$ cat src/rtl/sisc_pkg.sv
// Shared SISC constants: ALU op/funct codes, arbiter state encoding, stat bit layout.
// Pure definitions; no latency or backpressure of its own.
package sisc_pkg;

    localparam logic [1:0] ALU_OP_NOSTAT = 2'b10;
    localparam int         ALU_OP_IMM    = 0;

    localparam logic [3:0] FUNCT_ADD = 4'd1;
    localparam logic [3:0] FUNCT_SUB = 4'd2;

    localparam logic [1:0] ST_ARB  = 2'd0;
    localparam logic [1:0] ST_OWN0 = 2'd1;
    localparam logic [1:0] ST_OWN1 = 2'd2;

    localparam int STAT_C = 3;
    localparam int STAT_V = 2;
    localparam int STAT_N = 1;
    localparam int STAT_Z = 0;

    typedef struct packed {
        logic c;
        logic v;
        logic n;
        logic z;
    } stat_t;

    function automatic logic [1:0] own_state(input logic port);
        return port ? ST_OWN1 : ST_OWN0;
    endfunction

endpackage

$ cat src/rtl/alu_arbiter_rr_arb2.sv
// Two-way round-robin grant with an ownership override; purely combinational.
// Latency 0; an owned arbiter only grants its owner, the other port simply waits.
module rr_arb2 (
    input  logic [1:0] valid,
    input  logic       last_grant,
    input  logic       own_en,
    input  logic       own_port,
    output logic [1:0] grant
);

    always_comb begin
        grant = 2'b00;
        if (own_en) begin
            grant[own_port] = valid[own_port];
        end else if (valid == 2'b11) begin
            // tie goes to the port that did not win last time
            grant = last_grant ? 2'b01 : 2'b10;
        end else begin
            grant = valid;
        end
    end

endmodule

$ cat src/rtl/alu_arbiter.sv
// Shares the SISC ALU between two requesters (round-robin, optional bounded lock).
// Latency: response one cycle after transfer; no response backpressure, requests stall via ready.
module alu_arbiter
    import sisc_pkg::*;
#(
    parameter int DATA_W   = 32,
    parameter int IMM_W    = 16,
    parameter int LOCK_MAX = 8
) (
    input  logic              clk,
    input  logic              rst_f,

    input  logic              req0_valid,
    output logic              req0_ready,
    input  logic              req0_lock,
    input  logic [DATA_W-1:0] req0_rsa,
    input  logic [DATA_W-1:0] req0_rsb,
    input  logic [IMM_W-1:0]  req0_imm,
    input  logic [1:0]        req0_op,

    input  logic              req1_valid,
    output logic              req1_ready,
    input  logic              req1_lock,
    input  logic [DATA_W-1:0] req1_rsa,
    input  logic [DATA_W-1:0] req1_rsb,
    input  logic [IMM_W-1:0]  req1_imm,
    input  logic [1:0]        req1_op,

    output logic              rsp0_valid,
    output logic [DATA_W-1:0] rsp0_result,
    output logic [3:0]        rsp0_stat,
    output logic              rsp1_valid,
    output logic [DATA_W-1:0] rsp1_result,
    output logic [3:0]        rsp1_stat,

    output logic [3:0]        status0,
    output logic [3:0]        status1,
    output logic              lock_abort0,
    output logic              lock_abort1,

    output logic [DATA_W-1:0] alu_rsa,
    output logic [DATA_W-1:0] alu_rsb,
    output logic [IMM_W-1:0]  alu_imm,
    output logic [1:0]        alu_op,
    input  logic [DATA_W-1:0] alu_result,
    input  logic [3:0]        alu_stat,
    input  logic              alu_stat_en
);

    localparam int CNT_W = $clog2(LOCK_MAX + 1);

    logic [1:0]       state;
    logic             last_grant;
    logic [CNT_W-1:0] lock_cnt;
    logic [CNT_W-1:0] cnt_next;

    logic [1:0] arb_grant;
    logic [1:0] grant;
    logic       own_en;
    logic       own_port;
    logic       xfer;
    logic       gp;
    logic       g_lock;
    logic       lock_hit;

    logic [1:0] rsp_vld_q;
    logic [1:0] lock_abort_q;
    stat_t      rsp_stat_q [2];
    stat_t      status_q   [2];

    assign own_en   = (state != ST_ARB);
    assign own_port = (state == ST_OWN1);

    rr_arb2 u_rr_arb2 (
        .valid      ({req1_valid, req0_valid}),
        .last_grant (last_grant),
        .own_en     (own_en),
        .own_port   (own_port),
        .grant      (arb_grant)
    );

    // nothing is accepted while reset is held
    assign grant      = arb_grant & {2{rst_f}};
    assign req0_ready = grant[0];
    assign req1_ready = grant[1];

    assign xfer   = |grant;
    assign gp     = grant[1];
    assign g_lock = gp ? req1_lock : req0_lock;

    assign cnt_next = (state == ST_ARB) ? CNT_W'(1) : lock_cnt + CNT_W'(1);
    assign lock_hit = g_lock && (cnt_next == CNT_W'(LOCK_MAX));

    // idle drive is a no-stat op with zero operands so the ALU stays inert
    always_comb begin
        alu_rsa = '0;
        alu_rsb = '0;
        alu_imm = '0;
        alu_op  = ALU_OP_NOSTAT;
        if (grant[1]) begin
            alu_rsa = req1_rsa;
            alu_rsb = req1_rsb;
            alu_imm = req1_imm;
            alu_op  = req1_op;
        end else if (grant[0]) begin
            alu_rsa = req0_rsa;
            alu_rsb = req0_rsb;
            alu_imm = req0_imm;
            alu_op  = req0_op;
        end
    end

    always_ff @(posedge clk) begin
        if (!rst_f) begin
            state        <= ST_ARB;
            last_grant   <= 1'b1;
            lock_cnt     <= '0;
            rsp_vld_q    <= 2'b00;
            lock_abort_q <= 2'b00;
            for (int k = 0; k < 2; k++) begin
                rsp_stat_q[k] <= '0;
                status_q[k]   <= '0;
            end
        end else begin
            rsp_vld_q    <= grant;
            lock_abort_q <= 2'b00;
            for (int k = 0; k < 2; k++) begin
                if (grant[k]) begin
                    rsp_stat_q[k] <= stat_t'(alu_stat);
                    if (alu_stat_en) begin
                        status_q[k] <= stat_t'(alu_stat);
                    end
                end
            end
            if (xfer) begin
                last_grant <= gp;
                if (!g_lock || lock_hit) begin
                    state              <= ST_ARB;
                    lock_cnt           <= '0;
                    lock_abort_q[gp]   <= lock_hit;
                end else begin
                    state    <= own_state(gp);
                    lock_cnt <= cnt_next;
                end
            end
        end
    end

    // a response still in flight when reset arrives is suppressed immediately
    assign rsp0_valid  = rsp_vld_q[0] & rst_f;
    assign rsp1_valid  = rsp_vld_q[1] & rst_f;
    assign rsp0_result = rsp0_valid ? alu_result : '0;
    assign rsp1_result = rsp1_valid ? alu_result : '0;
    assign rsp0_stat   = rsp_stat_q[0];
    assign rsp1_stat   = rsp_stat_q[1];
    assign status0     = status_q[0];
    assign status1     = status_q[1];
    assign lock_abort0 = lock_abort_q[0];
    assign lock_abort1 = lock_abort_q[1];

endmodule

$ cat config.mk
export PLATFORM = sky130hd
export DESIGN_NAME = alu_arbiter
export DESIGN_NICKNAME = d
export VERILOG_FILES = /design/src/rtl/sisc_pkg.sv /design/src/rtl/alu_arbiter_rr_arb2.sv /design/src/rtl/alu_arbiter.sv
export SDC_FILE = /design/constraint.sdc
export NUM_CORES = 1
export LEC_CHECK = 0
export CORE_AREA = 3 3 146 148
export CTS_CLUSTER_SIZE = 20
export DETAILED_ROUTE_END_ITERATION = 10
export DIE_AREA = 0 0 149 151
export PLACE_DENSITY_LB_ADDON = 0.15
export SYNTH_ARGS = -nofsm -noshare
export SYNTH_HDL_FRONTEND = slang
export SYNTH_SLANG_ARGS = --single-unit
$ cat constraint.sdc
create_clock -name clk -period 1.7 [get_ports clk]
set_input_delay 0.17 -clock clk [delete_from_list [all_inputs] [get_ports clk]]
set_output_delay 0.17 -clock clk [all_outputs]
set_load 0.01 [all_outputs]
After elaboration in Yosys (flattened, before gate mapping):

Memory sizes are Yosys's and may differ from the RTL's.
Index checks and enable logic that the tools add are counted.

* flip-flop bits (word level): 11
* memory bits (writable): 16
* output and inout port bits: 168
* word-level logic and storage cells: 75
* memories kept: 2

Memories
* rsp_stat_q: words 2, width 4, read ports 2, clocked after Yosys merged registers in 0, wr ports 2, RTL line alu_arbiter.sv:68 `stat_t rsp_stat_q [2];`
* status_q: words 2, width 4, read ports 2, clocked after Yosys merged registers in 0, wr ports 2, RTL line alu_arbiter.sv:69 `stat_t status_q [2];`

* add/subtract/negate cells: 1
* $lt $le $gt $ge: 4
* eq/ne operators: 3
* muxes and demuxes: 42
* bitwise gates (word level): 9
* reductions and logical operators: 9

Operators with widths (number)
* $mux W32: 6
* $mux W16: 2
* $mux W4: 6
* $mux W1: 19
* $mux W2: 7
* $and A2 B2 Y2: 3
* $add A4 B1 Y4 const B: 1
* $eq A2 B2 Y1 const B: 2
* $eq A4 B4 Y1 const B: 1
* $lt A1 B2 Y1 const B: 2
* $or A1 B1 Y1: 4
* $logic_and A1 B1 Y1: 3
* $reduce_and A3 Y1: 1
* $and A1 B1 Y1: 2
* $demux W1 S1: 2
* $ge A1 B1 Y1 const B: 2
* $logic_not A2 Y1: 1
* $reduce_bool A2 Y1: 1
* $reduce_or A2 Y1: 1
* $logic_not A1 Y1: 1
* $logic_or A1 B1 Y1: 1

Depth between registers and ports, before layout:

* depth in word-level cells: 13
* gate-level depth with buffers: 7
* mapped depth without buffers: 6

Modules after synthesis:

From an unflattened synthesis, not the netlist that was laid out.

* cell total of the unflattened synthesis: 271
* area, all modules: 2437.3 µm²

Modules (own cells, without submodules)
* alu_arbiter: times used 1, cells each 265, area each 2401.1 µm², seq. area each 700.7 µm²
* rr_arb2: times used 1, cells each 6, area each 36.3 µm², seq. area each 0.0 µm²

Worst setup path before layout:

Ideal clock, no wire load.

* kind: register -> register
* start: register state[0]
* end: memory status_q[0][0] (netlist name) (enable)
* library setup time: 0.361 ns
* data arrival time: 1.191 ns
* data required time: 1.339 ns
* path slack: 0.148 ns
* cell stages (with the launch flop): 5
* clock period less this slack: 1.552 ns
* cell sequence: dfxtp_1 > or2b_2 > and2_4 > nand2_1 > o21ai_0

RTL lines
* start, declared: RTL line alu_arbiter.sv:52 `logic [1:0] state;`
* start signal, assigned: RTL line alu_arbiter.sv:142 `state <= own_state(gp);`
* end, declared: RTL line alu_arbiter.sv:69

Worst setup path in the final report:

* start: register last_grant
* end: output port alu_imm[10]

* longest elaborated chain between the ends: 6

RTL lines
* start, declared: RTL line alu_arbiter.sv:53 `logic last_grant;`
* start signal, assigned: RTL line alu_arbiter.sv:136 `last_grant <= gp;`
* $mux W2 (*): RTL line alu_arbiter_rr_arb2.sv:17 `grant = last_grant ? 2'b01 : 2'b10;`
* $mux W2 (*): RTL line alu_arbiter_rr_arb2.sv:15 `end else if (valid == 2'b11) begin`
* $mux W2 (*): RTL line alu_arbiter_rr_arb2.sv:13 `if (own_en) begin`
* $and A2 B2 Y2 (*): RTL line alu_arbiter.sv:83 `assign grant = arb_grant & {2{rst_f}};`
* $mux W16: RTL line alu_arbiter.sv:105 `end else if (grant[0]) begin`
* $mux W16 (*): RTL line alu_arbiter.sv:100 `if (grant[1]) begin`
* end, declared: RTL line alu_arbiter.sv:43 `output logic [IMM_W-1:0] alu_imm,`

Mark *: on every way between the ends. The rest lies on a longest branch, timed or not.

==> impl_metrics.ini <==
[run_status]
status = complete, but fails checks
violations = negative setup slack

[critical_path]
critPathKind = register to primary output
crit_path_start_kind = register
cp-end-kind = primary output
crit_required_ns = 1.53
critPathMaxFanout = 6
crit_path_end = alu_imm[10]
reg2reg_slack_ns = 0.05
reg2reg_depth = 5
r2r_end = status_q[0][3]
cp-startpoint = last_grant
worstPathArrival_ns = 1.80
rr_startpoint = state[1]

[sta]
max_slew_margin = 0.734
fmax_mhz = 507
setup_viol = 83
layout_setup_ws_ns = -0.273
rsz0062_at_grt = yes
finalHoldViolCount = 0
finalSetupTns_ns = -16.57
whs_ns = 0.389
tightest_slew_ns = 0.396
min_period_ns = 1.97
period_share = 1.16
slew_violations = 0
skew_ns = 0.00328

[floorplanning]
initial_core_util = 0.124
core_um2 = 20200
die_x_um = 149
die-area_um2 = 22500
die_height_um = 151
rows = 52
pin_count = 375

[routing]
routed_wl_um = 20600
antenna_left = 0
dr_wl_met3_um = 1940
vias_per_cell = 4.28
wl_per_cell_um = 22.1
drtIter0Drc = 111
wl_met1_um = 7170
firstDrtPassIters = 4
vias = 3989
wl_met2_um = 11100
drc = 0
highest_layer = met4

[global_routing]
antenna_found_initial = 2
grt_pass1_vias = 4144
grt_pass1_wl_um = 27900
grt_overflow = 0
grt_max_degree = 36
grt.total_usage = 0.167

[power_and_ir_drop]
combPwrFrac = 0.546
power_density_nw_per_um2 = 423
p_seq_frac = 0.263
p_int_mw = 2.01
ir_drop_v = 0.000259
p_switching_mw = 0.863
switching_share = 0.301
power_mw = 2.87
p_leak_nw = 3.62
clockPowerShare = 0.191

[synthesis]
async_reset_ff_frac = 0
synth.cell_area_um2 = 2500
synth_top_area_cell = a22o_1
syn_inst = 269
ys_warn_count = 0
synth-seq-cells = 27
synth_area_per_cell_um2 = 9.28
synth_edf_count = 16
synth_area_leaders = a22o_1, edfxtp_1, and3_1, dfxtp_1, buf_6
synth.cells.most_frequent = a22o_1, and3_1, edfxtp_1, buf_6, clkbuf_1
synth_top_area_frac = 0.284
ys_seq_area_frac = 0.281
yosysMostFrequentCell = a22o_1
synth.net_count = 477
synthFlopType = edfxtp_1
synth.distinct_cells = 40

[clock_tree]
h-tree-depth = 1
cts.path.max_buffers = 2
cts_buffers = 3
path_clk_slew_ns = 0.07
cts_hold_buf = 0
cts_tree = yes
cts.sinks = 27
clkLatencyLatePin_ns = 0.26
root_buffer = clkbuf_16

[job]
cap_violations = 0

[cells_and_area]
multi_input_area_um2 = 1570
n_fill_cell = 2121
syn_to_final_growth_pct = 171
register_area_um2 = 712
finalCoreUtilization = 0.336
nets = 869
drive_above_1_share = 0.239

[placed_design]
port-buffer-count = 374
gp_congestion = 0.916
dp_hpwl_um = 17100
pre_cts_slack_ns = -0.614

[min_path]
hp-class = input port to register
## power by group through the flow
| stage | clock, mW | combinational [mW] | sequential [mW] |
|---|---|---|---|
| after global placement | 0 | 1.60 | 0.767 |
| after detailed placement | 0 | 1.59 | 0.768 |
| after global routing | 0.605 | 1.67 | 0.759 |
| final | 0.548 | 1.57 | 0.754 |
| after CTS | 0.569 | 1.55 | 0.756 |
| after floorplan | 0 | 0.477 | 0.783 |
## sequential cells by signal (all words and copies together), names as in the netlist
register and flops:
last_grant 1, lock_cnt 4, rsp_vld_q 2, status_q 8, state 2, rsp_stat_q 8, lock_abort_q 2
## layer usage
layer / vias up / track usage
met5: - / 0
met4: 0 / 0.0316
met3: 20 / 0.0598
met2: 220 / 0.323
met1: 1895 / 0.173
li1: 1854 / -
## cell usage in the layout, fill, tap and decap left out, types with 6 or more instances in the layout
cell type / netlist / final
and3_1: 68 / 68
dlygate4sd2_1: 0 / 27
dlymetal6s2s_1: 0 / 26
buf_2: 3 / 64
dfxtp_1: 11 / 6
buf_12: 0 / 8
clkdlybuf4s50_1: 0 / 236
a22o_1: 81 / 77
buf_6: 14 / 30
edfxtp_1: 16 / 16
nand2_1: 7 / 7
and2_1: 6 / 6
buf_4: 1 / 20
## metrics by stage
| stage | std cells | instance area, um2 |
|---|---|---|
| floorplan | 269 | 2500 |
| global placement | 916 | 6680 |
| detailed placement | 916 | 6680 |
| CTS | 932 | 6610 |
| global route | 932 | 6780 |
| finish | 933 | 6780 |
## worst max-delay path, cell delays in order (launching register included)
cell	delay, ns
dfxtp_2	0.33
or3b_4	0.41
nand4_4	0.16
buf_6	0.13
inv_6	0.04
buf_6	0.11
a22o_1	0.22
buf_6	0.13
## kinds of logic after synthesis
kind of cell,share of synthesized area
AOI/OAI and AO/OA,0.344
DFF,0.281
adders and majority gates,0.00501
buffers and inverters,0.105
muxes,0.00401
and+or+nand+nor,0.261
## final cells by class
class	count	area share
repair inverters	1	0.00129
flip-flops and latches	27	0.105
well taps	270	0.0498
inverters	7	0.00572
clock inverters	1	0.00111
clock buffers	3	0.0111
repair buffers	417	0.593
multi-input cells	204	0.232
diodes	3	0.00111
## worst min-delay path by stage
stage,startpoint,to,slack (ns),depth (start not counted)
after floorplan,req1_lock,state[1],0.32,2
after global placement,lock_cnt[1],lock_cnt[1],0.46,2
after detailed placement,lock_cnt[1],lock_cnt[1],0.48,2
after CTS,rst_f,rsp_vld_q[1],0.41,4
after global routing,rst_f,rsp_vld_q[1],0.41,4
final,rst_f,rsp_vld_q[1],0.39,4
## timing repair
item	CTS	global route
endpoints found under the setup margin	118	137
gates cloned	3	2
pin swaps	4	14
resized for setup	374	62
setup buffers	9	0
Power figures use the tool's default switching activity.
